`src/rtl/data_sync_pkg.sv`:
```
// Shared constants and the event-detect helper for the multi-channel data synchroniser.
package data_sync_pkg;

  localparam int MODE_LEVEL     = 0;
  localparam int MODE_TOGGLE    = 1;
  localparam int MIN_NUM_STAGES = 2;

  // Level sources fire on the synchronised rising edge; toggle sources fire on any change.
  function automatic logic detect_event(input int mode, input logic last, input logic prev);
    if (mode == MODE_TOGGLE) return last ^ prev;
    return last & ~prev;
  endfunction

endpackage

```
`src/rtl/data_sync_ch.sv`:
```
// One synchroniser channel: enable sync chain, edge detect, data capture, valid/overrun tracking.
// Overrun logic is present only when DATA_SYNC_MC_OVERRUN_EN is defined.
module data_sync_ch
  import data_sync_pkg::*;
#(
  parameter int NUM_STAGES = 2,
  parameter int WIDTH      = 8,
  parameter int MODE       = MODE_LEVEL
) (
  input  logic             CLK,
  input  logic             Reset,
  input  logic [WIDTH-1:0] i_async_data,
  input  logic             i_en,
  input  logic             i_ready,
  input  logic             i_ovr_clr,
  output logic [WIDTH-1:0] o_data,
  output logic             o_valid,
  output logic             o_pulse,
  output logic             o_overrun
);

  logic [NUM_STAGES-1:0] r_sync;
  logic                  r_edge;
  logic [WIDTH-1:0]      r_data;
  logic                  r_valid;
  logic                  r_pulse;
  logic                  w_event;

  always_ff @(posedge CLK) begin
    if (Reset) begin
      r_sync <= '0;
      r_edge <= 1'b0;
    end else begin
      r_sync <= {r_sync[NUM_STAGES-2:0], i_en};
      r_edge <= r_sync[NUM_STAGES-1];
    end
  end

  assign w_event = detect_event(MODE, r_sync[NUM_STAGES-1], r_edge);

  // Async data is assumed stable by the time its enable has crossed the chain.
  always_ff @(posedge CLK) begin
    if (Reset) begin
      r_data  <= '0;
      r_valid <= 1'b0;
      r_pulse <= 1'b0;
    end else begin
      r_pulse <= w_event;
      if (w_event) begin
        r_data  <= i_async_data;
        r_valid <= 1'b1;
      end else if (r_valid && i_ready) begin
        r_valid <= 1'b0;
      end
    end
  end

`ifdef DATA_SYNC_MC_OVERRUN_EN
  logic r_ovr;

  // Set wins over clear so a coincident overwrite is never lost.
  always_ff @(posedge CLK) begin
    if (Reset)                              r_ovr <= 1'b0;
    else if (w_event && r_valid && !i_ready) r_ovr <= 1'b1;
    else if (i_ovr_clr)                     r_ovr <= 1'b0;
  end

  assign o_overrun = r_ovr;
`else
  logic w_unused_ovr_clr;
  assign w_unused_ovr_clr = i_ovr_clr;
  assign o_overrun        = 1'b0;
`endif

  assign o_data  = r_data;
  assign o_valid = r_valid;
  assign o_pulse = r_pulse;

endmodule

```
`src/rtl/data_sync_mc.sv`:
```
// Multi-channel enable-qualified data synchroniser; one data_sync_ch per channel.
// Optional sticky overrun flags: define DATA_SYNC_MC_OVERRUN_EN.
module data_sync_mc
  import data_sync_pkg::*;
#(
  parameter int NUM_STAGES = 2,
  parameter int WIDTH      = 8,
  parameter int CHANNELS   = 2,
  parameter int MODE       = MODE_LEVEL
) (
  input  logic                      CLK,
  input  logic                      Reset,
  input  logic [CHANNELS*WIDTH-1:0] Async_bus,
  input  logic [CHANNELS-1:0]       bus_EN,
  input  logic [CHANNELS-1:0]       sync_ready,
  input  logic [CHANNELS-1:0]       overrun_clr,
  output logic [CHANNELS*WIDTH-1:0] sync_bus,
  output logic [CHANNELS-1:0]       sync_valid,
  output logic [CHANNELS-1:0]       EN_pulse,
  output logic [CHANNELS-1:0]       overrun
);

  if (NUM_STAGES < MIN_NUM_STAGES) begin : g_bad_stages
    $error("data_sync_mc: NUM_STAGES below minimum");
  end

  for (genvar c = 0; c < CHANNELS; c++) begin : g_ch
    data_sync_ch #(
      .NUM_STAGES (NUM_STAGES),
      .WIDTH      (WIDTH),
      .MODE       (MODE)
    ) u_ch (
      .CLK          (CLK),
      .Reset        (Reset),
      .i_async_data (Async_bus[c*WIDTH +: WIDTH]),
      .i_en         (bus_EN[c]),
      .i_ready      (sync_ready[c]),
      .i_ovr_clr    (overrun_clr[c]),
      .o_data       (sync_bus[c*WIDTH +: WIDTH]),
      .o_valid      (sync_valid[c]),
      .o_pulse      (EN_pulse[c]),
      .o_overrun    (overrun[c])
    );
  end

endmodule

```
`config.mk`:
```
export PLATFORM = sky130hd
export DESIGN_NAME = data_sync_mc
export DESIGN_NICKNAME = d
export VERILOG_FILES = /design/src/rtl/data_sync_pkg.sv /design/src/rtl/data_sync_ch.sv /design/src/rtl/data_sync_mc.sv
export SDC_FILE = /design/constraint.sdc
export NUM_CORES = 1
export LEC_CHECK = 0
export ABC_AREA = 1
export CAP_MARGIN = 20
export CORE_MARGIN = 4
export CORE_UTILIZATION = 40
export CTS_CLUSTER_SIZE = 10
export DETAILED_ROUTE_END_ITERATION = 6
export PLACE_DENSITY = 0.78
export SLEW_MARGIN = 20
export SYNTH_ARGS = -nofsm -noshare
export SYNTH_HDL_FRONTEND = slang
export SYNTH_HIERARCHICAL = 1
export SYNTH_SLANG_ARGS = --single-unit
```
`constraint.sdc`:
```
create_clock -name CLK -period 0.9 [get_ports CLK]
set_input_delay 0.18 -clock CLK [delete_from_list [all_inputs] [get_ports CLK]]
set_output_delay 0.18 -clock CLK [all_outputs]
set_load 0.005 [all_outputs]
```
== After elaboration in Yosys (flattened, before gate mapping) ==
Cells that the tools add are included.

* Reductions and logical operators: 4
* Divide/modulo/power cells: 0
* Muxes and demuxes: 4
* Equal/unequal tests: 0
* Shift-type cells: 0
* Multiply operators: 0
* Bitwise gates (word level): 4
* Magnitude comparators: 0
* $add $sub $neg: 0

{| class="wikitable"
|+ Operators with widths
! kind !! number
|-
| $mux W1 || 4
|-
| $reduce_bool A2 Y1 || 2
|-
| $and A1 B1 Y1 || 2
|-
| $logic_and A1 B1 Y1 || 2
|-
| $not A1 Y1 || 2
|}

* Input port bits: 24
* Bits in read-only memories: 0
* Register bits: 26
* Memories kept: 0
* Bits in latches: 0
* RAM bits: 0
* Logic and storage cells: 22
* Output and inout bits: 22

== Depth between registers and ports, before layout ==
Gate-level depths: netlist (run 1).

* Depth in word-level cells: 3
* Gate-level depth with buffers: 5
* Mapped depth without buffers: 4

== By module ==
Netlist (run 1), hierarchy kept.

{| class="wikitable"
|+ By module, submodules not included
! module !! instances !! seq. area each (um^2) !! cells an instance !! area each (um^2)
|-
| data_sync_ch || 2 || 260.2 || 70 || 504.2
|}

== Worst setup path after synthesis (run 1) ==
OpenSTA, ideal clock, no wires.

* Path kind: register to register
* Start point: reg g_ch[0].u_ch.r_sync[1]
* End point: reg g_ch[0].u_ch.r_data[0]
* Data required time: 0.836 ns
* Path slack: 0.105 ns
* Setup time: 0.064 ns
* Arrival time: 0.732 ns
* Period minus slack after synthesis: 0.795 ns
* Stages on the path, launching flop included: 6
* Path buffers: 1
* Cells stage by stage: dfxtp_1 buf_6 inv_2 nor2_4 nor2_1 nor2_1

* Cells in the longest elaborated chain, start to end: 1

{| class="wikitable"
|+ RTL lines
! what !! RTL line !! RTL
|-
| from (decl) || data_sync_ch.sv:22 || <nowiki>logic [NUM_STAGES-1:0] r_sync;</nowiki>
|-
| from (signal assigned) || data_sync_ch.sv:34 || <nowiki>r_sync <= {r_sync[NUM_STAGES-2:0], i_en};</nowiki>
|-
| $and A1 B1 Y1 || data_sync_pkg.sv:11 || <nowiki>return last & ~prev;</nowiki>
|-
| to (signal assigned) || data_sync_ch.sv:50 || <nowiki>r_data <= i_async_data;</nowiki>
|-
| to (decl) || data_sync_ch.sv:24 || <nowiki>logic [WIDTH-1:0] r_data;</nowiki>
|}

No other way between the ends.
A chain may end at the register's enable or synchronous reset.

== Worst setup path after layout (run 1) ==
* Start point: reg g_ch[1].u_ch.r_valid
* End point: out sync_valid[1]

{| class="wikitable"
|+ RTL lines
! what !! RTL line !! RTL
|-
| from (decl) || data_sync_ch.sv:25 || <nowiki>logic r_valid;</nowiki>
|-
| from (signal assigned) || data_sync_ch.sv:45 || <nowiki>r_valid <= 1'b0;</nowiki>
|-
| from (signal assigned) || data_sync_ch.sv:51 || <nowiki>r_valid <= 1'b1;</nowiki>
|-
| from (signal assigned) || data_sync_ch.sv:53 || <nowiki>r_valid <= 1'b0;</nowiki>
|-
| to (decl) || data_sync_mc.sv:18 || <nowiki>output logic [CHANNELS-1:0] sync_valid,</nowiki>
|}

No word-level cell between the ends.

==> results of run 1 <==
## metrics by stage
step,std cells,setup slack (ns)
6_report,215,-0.0629
3_5_place_dp,208,-0.183
2_1_floorplan,140,0.105
5_1_grt,215,-0.119
3_3_place_gp,208,-0.180
4_1_cts,215,-0.0855
## cell usage after synthesis
master / number
nand2_1: 20
inv_2: 4
buf_4: 2
conb_1: 2
buf_6: 2
inv_1: 24
nand3_1: 16
nor2_1: 40
dfxtp_1: 26
nor2_4: 2
a21oi_1: 2
## cell families after synthesis
group / after synthesis / synth area share
and+or+nand+nor: 78 / 0.325
buffers and inverters: 32 / 0.141
DFF: 26 / 0.516
AOI/OAI and AO/OA: 2 / 0.00993
other: 2 / 0.00745
## cell type report
class / count / share of cell area
timing repair buffer: 47 / 0.267
inverter: 28 / 0.0702
clock inverter: 1 / 0.0201
clock buffer: 3 / 0.0151
multi-input combinational: 82 / 0.237
sequential: 26 / 0.367
tap: 28 / 0.0234
## power by group
part,leakage [nW],switching (mW),internal [mW]
Sequential,0.223,0.0306,1.21
Clock,0.0279,0.330,0.450
Combinational,0.509,0.140,0.194
## metal layers
metal  vias to the layer above  track usage
li1                        499            -
met1                       438        0.150
met2                        39        0.253
met3                         2       0.0535
met4                         0       0.0695
met5                         -            0
## cell usage in the layout, fill, tap and decap left out, drive strengths merged
cell type and instances:
a21oi 2, buf 26, bufinv 1, clkbuf 3, clkdlybuf4s50 21, conb 2, dfxtp 26, inv 28
nand2 20, nand3 16, nor2 42
## worst register-to-register path, cell delays in order, from the launching register on
cell and delay, ns:
dfxtp_2 0.36, inv_2 0.05, nor2_4 0.25, nor2_1 0.07
nor2_1 0.10
## final timing paths
kind                                               end  cells after the start                   start  slack (ns)
worst min register to register  g_ch[0].u_ch/r_sync[1]                      2  g_ch[0].u_ch/r_sync[0]        0.41
worst max register to register  g_ch[1].u_ch/o_data[3]                      4  g_ch[1].u_ch/r_sync[1]        0.01
worst min-delay path            g_ch[0].u_ch/r_sync[0]                      3               bus_EN[0]        0.36
worst max-delay path                     sync_valid[1]                      1    g_ch[1].u_ch/o_valid       -0.06
## sequential cells by signal (all words and copies together) (netlist names)
name and flops:
g_ch.u_ch/r_sync 4, g_ch.u_ch/o_data 16, g_ch.u_ch/o_valid 2, g_ch.u_ch/o_pulse 2
g_ch.u_ch/r_edge 2
## repair_timing
item / 4_1_cts / 5_1_grt
pin swaps: 0 / 9
setup buffers: 3 / 0
resized for setup: 101 / 13
setup endpoints to repair: 20 / 31
==> qor.yml, run 1 <==
finish:
  areaGrowthSynthToFinish_pct: 48.4
  fillerInstances: 215
  postLayoutCoreUtil: 0.651
  drive_gt1_frac: 0.337
  multi_input_area_sq_um: 355
  finalInstanceArea_sq_um: 1500
  regArea_sq_um: 549
  diodes: 0
  fin_nets: 212
outcome:
  violations: "negative setup slack"
  outcome: "finished with violations"
route:
  antenna_left: 0
  avgViaCountPerCell: 4.55
  drtIter0Drc: 29
  wl_met2_um: 1100
  top_layer_used: "met4"
  dr_wl_met3_um: 251
  firstDrtPassIters: 4
  drcViolationCount: 0
  drt-total-wl_um: 2300
  via_count: 978
  wl_met1_um: 927
  wl_per_cell_um: 10.7
clocking:
  clkLatencyLatePin_ns: 0.32
  cts_hold_buf: 0
  htree_num_levels: 1
  clk_pin_slew_ns: 0.14
  cts_root_buf: "clkbuf_4"
  cts_tree: "done"
  clockBufferDepth: 2
  cts.sinks: 26
  numCtsBuffers: 3
synthesis:
  netlist_area_sq_um: 1010
  synth_top_area_cell: "dfxtp_1"
  synth.distinct_cells: 11
  synth_seq_cells: 26
  syn-num-nets: 164
  avgSynthCellArea_sq_um: 7.20
  synth_seq_area_share: 0.516
  synth_cells: 140
  netlist_top_cells_area: "dfxtp_1, nor2_1, inv_1"
  yosys.area.top_type_share: 0.516
  synth_warnings: 6
power_and_ir_drop:
  power_density_nw_per_um2: 1580
  ir_worst_vdd_v: 0.00146
  total_power_mw: 2.36
  leakagePower_nw: 0.760
sta:
  hold_violations: 0
  grt_setup_unrepaired: "yes"
  setup_violations: 20
  hold_slack_ns: 0.363
  fin_tns_setup_ns: -1.03
  min_period_ns: 0.963
  drv_slew: 0
  max_freq_mhz: 1040
  worst_slack_ns: -0.0629
  period_share: 1.07
  finClkSkew_ns: 0.00875
worst_setup_path:
  end_kind: "primary output"
  cp.required_ns: 0.72
  critical_path_class: "reg -> out"
  worstPathArrival_ns: 0.78
  slowest_stage: "dfxtp_2"
  worstPathCellList: "buf_2"
  crit_buf_inv: 1
  worstPathMaxFanout: 2
  critPathTopFamily: "flip-flops"
  critPathMaxStageDelay_ns: 0.35
  cp-start-kind: "register"
placed_design:
  dpl_cell_area_sq_um: 1440
  gp_congestion: 0.765
  dpl.hpwl_um: 1770
  port_buffers: 41
global_route:
  grt_max_degree: 16
  grt_remaining_overflow: 0
  grt_usage: 0.144
  grt_antenna_before_repair: 0
  grt_pass1_wl_um: 3830
  grt_pass1_vias: 928
job:
  drv_cap: 0
die:
  start_util: 0.439
  chipHeight_um: 58.2
  die_x_um: 58.2
  ios: 46
  row_count: 17
  die_area_sq_um: 3390
  core_area_sq_um: 2300
worst_hold_path:
  hold_class: "in -> reg"
Power figures use the tool's default switching activity.
==> inputs of run 2 (changes only) <==
Settings changed: HOLD_SLACK_MARGIN set to 0.12, MAX_ROUTING_LAYER set to met4, SLEW_MARGIN 20 to not set.
==> run 2 against run 1 <==
  * The run still ends with negative setup slack left
  * First-iteration DRC count fell by 6.9%
  * Maximum frequency decreased by 0.12%
  * Flip-flop and latch count stayed put
  * Critical path depth stayed put
  * Critical endpoint unchanged
==> qor.yml, run 2 (synthesized netlist as in run 1, its figures left out) <==
outcome:
  violations: "negative setup slack"
  outcome: "finished with violations"
sta:
  grt_setup_unrepaired: "yes"
  finClkSkew_ns: 0.00718
  min_period_ns: 0.964
  max_freq_mhz: 1040
  hold_violations: 0
  drv_slew: 0
  period_share: 1.07
  worst_slack_ns: -0.0640
  setup_violations: 20
finish:
  postLayoutCoreUtil: 0.651
  largest_reg_flops: 16
  areaGrowthSynthToFinish_pct: 48.4
  drive_gt1_frac: 0.337
  diodes: 0
  fin_nets: 212
  final_common_cell: "nor2_1"
  layout_common_cells: "nor2_1, inv_1, dfxtp_2"
global_route:
  grt_remaining_overflow: 0
  grt_usage: 0.148
  grt_antenna_before_repair: 0
  grt_pass1_wl_um: 3830
  grt_pass1_vias: 927
  grt_max_degree: 16
worst_setup_path:
  setup.worst_path.end: "sync_valid[1]"
  worstPathMaxFanout: 2
  worstPathCellList: "buf_2"
  critical_path_class: "reg -> out"
  critPathMaxStageDelay_ns: 0.35
  cp.required_ns: 0.72
  regToRegStartpoint: "g_ch[1].u_ch/r_sync[1]"
  slowest_stage: "dfxtp_2"
  rr_worst_depth: 4
  cp-start-kind: "register"
  end_kind: "primary output"
  startpoint: "g_ch[1].u_ch/o_valid"
  cp.depth: 1
  critPathTopFamily: "flip-flops"
  worstPathArrival_ns: 0.78
  r2r_slack_ns: 0.02
  crit_buf_inv: 1
  r2r_end: "g_ch[1].u_ch/o_data[3]"
power_and_ir_drop:
  leakagePower_nw: 0.760
  ir_worst_vdd_v: 0.00146
  power_density_nw_per_um2: 1580
  total_power_mw: 2.36
die:
  chipHeight_um: 58.2
  die_area_sq_um: 3390
  start_util: 0.439
  row_count: 17
  core_area_sq_um: 2300
  die_x_um: 58.2
  ios: 46
clocking:
  clkLatencyLatePin_ns: 0.32
  cts.sinks: 26
  cts_tree: "done"
  htree_num_levels: 1
  clockBufferDepth: 2
  numCtsBuffers: 3
  clk_pin_slew_ns: 0.14
  cts_root_buf: "clkbuf_4"
route:
  drt-total-wl_um: 2300
  via_count: 980
  firstDrtPassIters: 4
  avgViaCountPerCell: 4.56
  antenna_left: 0
  drtIter0Drc: 27
  drcViolationCount: 0
  wl_per_cell_um: 10.7
job:
  drv_cap: 0
placed_design:
  dpl.hpwl_um: 1770
  gp_congestion: 0.775
  port_buffers: 41
worst_hold_path:
  hold_class: "in -> reg"
==> run 2: what timing repair did <==
action | 4_1_cts | 5_1_grt
endpoints found under the setup margin | 20 | 31
hold buffers | 0 | 0
resized for setup | 101 | 13
gates cloned | 0 | 0
pin swaps | 0 | 9
setup buffers | 3 | 0
==> run 2: final cells by class <==
| class | instances | area, sq um |
|---|---|---|
| inverters | 28 | 105 |
| multi-input cells | 82 | 355 |
| well taps | 28 | 35.0 |
| flip-flops and latches | 26 | 549 |
| clock inverters | 1 | 30.0 |
| fillers | 215 | 801 |
| repair buffers | 47 | 399 |
| clock buffers | 3 | 22.5 |
==> run 2: power breakdown <==
group | total (mW) | internal (mW) | switching [mW]
Combinational | 0.334 | 0.194 | 0.140
Clock | 0.783 | 0.451 | 0.332
Sequential | 1.24 | 1.21 | 0.0306
==> run 2: how the worst min path moves through the flow <==
| stage | start | endpoint | slack (ns) | depth (start not counted) |
|---|---|---|---|---|
| global placement | g_ch[1].u_ch/r_sync[0] | g_ch[1].u_ch/r_sync[1] | 0.39 | 2 |
| detailed placement | g_ch[0].u_ch/r_sync[0] | g_ch[0].u_ch/r_sync[1] | 0.40 | 2 |
| floorplan | Reset | g_ch[0].u_ch/o_valid | 0.25 | 1 |
| global route | bus_EN[0] | g_ch[0].u_ch/r_sync[0] | 0.34 | 3 |
| CTS | bus_EN[0] | g_ch[0].u_ch/r_sync[0] | 0.35 | 3 |
| finish | bus_EN[0] | g_ch[0].u_ch/r_sync[0] | 0.36 | 3 |
==> run 2: per-layer routing <==
| metal | wire length (um) | global-route usage | part of all wire | up-vias |
|---|---|---|---|---|
| met5 | 0 | - | 0 | - |
| li1 | - | - | - | 499 |
| met1 | 945 | 0.153 | 0.41 | 437 |
| met4 | 37 | 0.0695 | 0.016 | 0 |
| met2 | 1080 | 0.253 | 0.47 | 39 |
| met3 | 235 | 0.0490 | 0.10 | 5 |
==> run 2: metrics by stage <==
step           TNS, ns  instances  cell area (sq um)  hold WS (ns)  setup WS, ns
2_1_floorplan        0        140               1010         0.249         0.105
3_3_place_gp     -5.93        208               1440         0.394        -0.180
3_5_place_dp     -5.98        208               1440         0.396        -0.183
4_1_cts          -1.38        215               1460         0.349       -0.0855
5_1_grt          -2.25        215               1500         0.342        -0.119
6_report         -1.08        215               1500         0.361       -0.0640
==> inputs of run 3 (changes only) <==
Settings changed: RECOVER_POWER set to 50, SLEW_MARGIN set to 20, TNS_END_PERCENT set to 20.
==> run 3 against run 2 <==
  * The flow still finishes with violations (negative setup slack)
  * Total power shrank 0.37%
  * Via count up 1.7%
  * Final cell count did not move
  * Critical endpoint unchanged
  * Register-to-register slack improved by 0.03 ns
  * Flip-flop and latch count did not move
  * Combinational power is 2% lower
  * Critical path type unchanged
  * Hold slack hardly changed
==> qor.yml, run 3 (synthesized netlist as in run 1, its figures left out) <==
worst_setup_path:
  worstPathCellList: "buf_2"
  cp.required_ns: 0.72
  crit_buf_inv: 1
  worstPathMaxFanout: 2
  worstPathArrival_ns: 0.78
  critPathMaxStageDelay_ns: 0.35
  slowest_stage: "dfxtp_2"
  end_kind: "primary output"
  critPathTopFamily: "flip-flops"
  critical_path_class: "reg -> out"
  cp-start-kind: "register"
global_route:
  grt_pass1_wl_um: 3830
  grt_usage: 0.148
  grt_max_degree: 16
  grt_antenna_before_repair: 0
  grt_pass1_vias: 927
  grt_remaining_overflow: 0
sta:
  period_share: 1.07
  hold_violations: 0
  grt_setup_unrepaired: "yes"
  min_period_ns: 0.963
  max_freq_mhz: 1040
  hold_slack_ns: 0.362
  fin_tns_setup_ns: -1.07
  setup_violations: 20
  drv_slew: 0
  worst_slack_ns: -0.0634
  finClkSkew_ns: 0.00652
die:
  die_x_um: 58.2
  start_util: 0.439
  ios: 46
  chipHeight_um: 58.2
  die_area_sq_um: 3390
  core_area_sq_um: 2300
  row_count: 17
route:
  avgViaCountPerCell: 4.64
  drcViolationCount: 0
  wl_per_cell_um: 10.7
  antenna_left: 0
  firstDrtPassIters: 4
  via_count: 997
  drt-total-wl_um: 2290
  drtIter0Drc: 23
power_and_ir_drop:
  clkPwrFrac: 0.332
  p_switching_mw: 0.500
  ir_worst_vdd_v: 0.00146
  power_density_nw_per_um2: 1590
  total_power_mw: 2.35
  p_seq_frac: 0.529
  leakagePower_nw: 0.757
  intPower_mw: 1.85
  combPwrFrac: 0.139
  swShare: 0.212
finish:
  fillerInstances: 216
  drive_gt1_frac: 0.316
  final_common_cell: "nor2_1"
  finalInstanceArea_sq_um: 1480
  largest_reg_flops: 16
  fin_nets: 212
  layout_common_cells: "nor2_1, inv_1, dfxtp_2"
  layoutNonFillerInstCount: 215
  diodes: 0
  areaGrowthSynthToFinish_pct: 47.1
  postLayoutCoreUtil: 0.646
placed_design:
  pre_cts_ws_ns: -0.183
  place_inst: 208
  gp_congestion: 0.775
  port_buffers: 41
  dpl_cell_area_sq_um: 1440
  dpl.hpwl_um: 1770
clocking:
  numCtsBuffers: 3
  cts_root_buf: "clkbuf_4"
  cts.sinks: 26
  clockBufferDepth: 2
  cts_hold_buf: 0
  cts_tree: "done"
  htree_num_levels: 1
  clkLatencyLatePin_ns: 0.32
  clk_pin_slew_ns: 0.14
worst_hold_path:
  hold_class: "in -> reg"
outcome:
  violations: "negative setup slack"
  outcome: "finished with violations"
job:
  drv_cap: 0
==> run 3: cell count changes in the layout (fill, tap and decap cells not counted) <==
cell,delta
dlygate4sd3_1,+1
clkdlybuf4s50_1,-1
nor2_1,+4
clkbuf_2,+1
nor2_2,-4
buf_4,-1
==> run 3: power groups by stage <==
stage | Combinational, mW | Sequential (mW) | Clock, mW
finish | 0.327 | 1.24 | 0.782
global route | 0.365 | 1.25 | 0.850
CTS | 0.322 | 1.24 | 0.807
detailed placement | 0.342 | 1.26 | 0
floorplan | 0.137 | 1.26 | 0
global placement | 0.332 | 1.26 | 0
==> run 3: path summary, 6_finish.rpt <==
check                         startpoint                endpoint  slack (ns)  cells past startpoint
setup / recovery    g_ch[1].u_ch/o_valid           sync_valid[1]       -0.06                      1
hold / removal                 bus_EN[0]  g_ch[0].u_ch/r_sync[0]        0.36                      3
setup reg to reg  g_ch[1].u_ch/r_sync[1]  g_ch[1].u_ch/o_data[4]        0.05                      4
hold reg to reg   g_ch[0].u_ch/r_sync[0]  g_ch[0].u_ch/r_sync[1]        0.41                      2
==> run 3: routing by layer <==
layer / global-route usage / vias up / routed length, um
li1: - / 498 / -
met1: 0.153 / 445 / 937
met2: 0.253 / 45 / 1070
met3: 0.0490 / 9 / 239
met4: 0.0695 / 0 / 44
met5: - / - / 0
==> run 3: area by class of cell <==
type	instances	area, sq um	area share
flip-flops and latches	26	549	0.370
repair buffers	47	397	0.267
multi-input cells	82	345	0.233
inverters	28	105	0.0708
well taps	28	35.0	0.0236
clock inverters	1	30.0	0.0202
clock buffers	3	22.5	0.0152
==> run 3: repair_timing <==
item / 4_1_cts / 5_1_grt
setup buffers: 3 / 0
endpoints found under the setup margin: 20 / 31
pin swaps: 0 / 3
resized for setup: 101 / 9
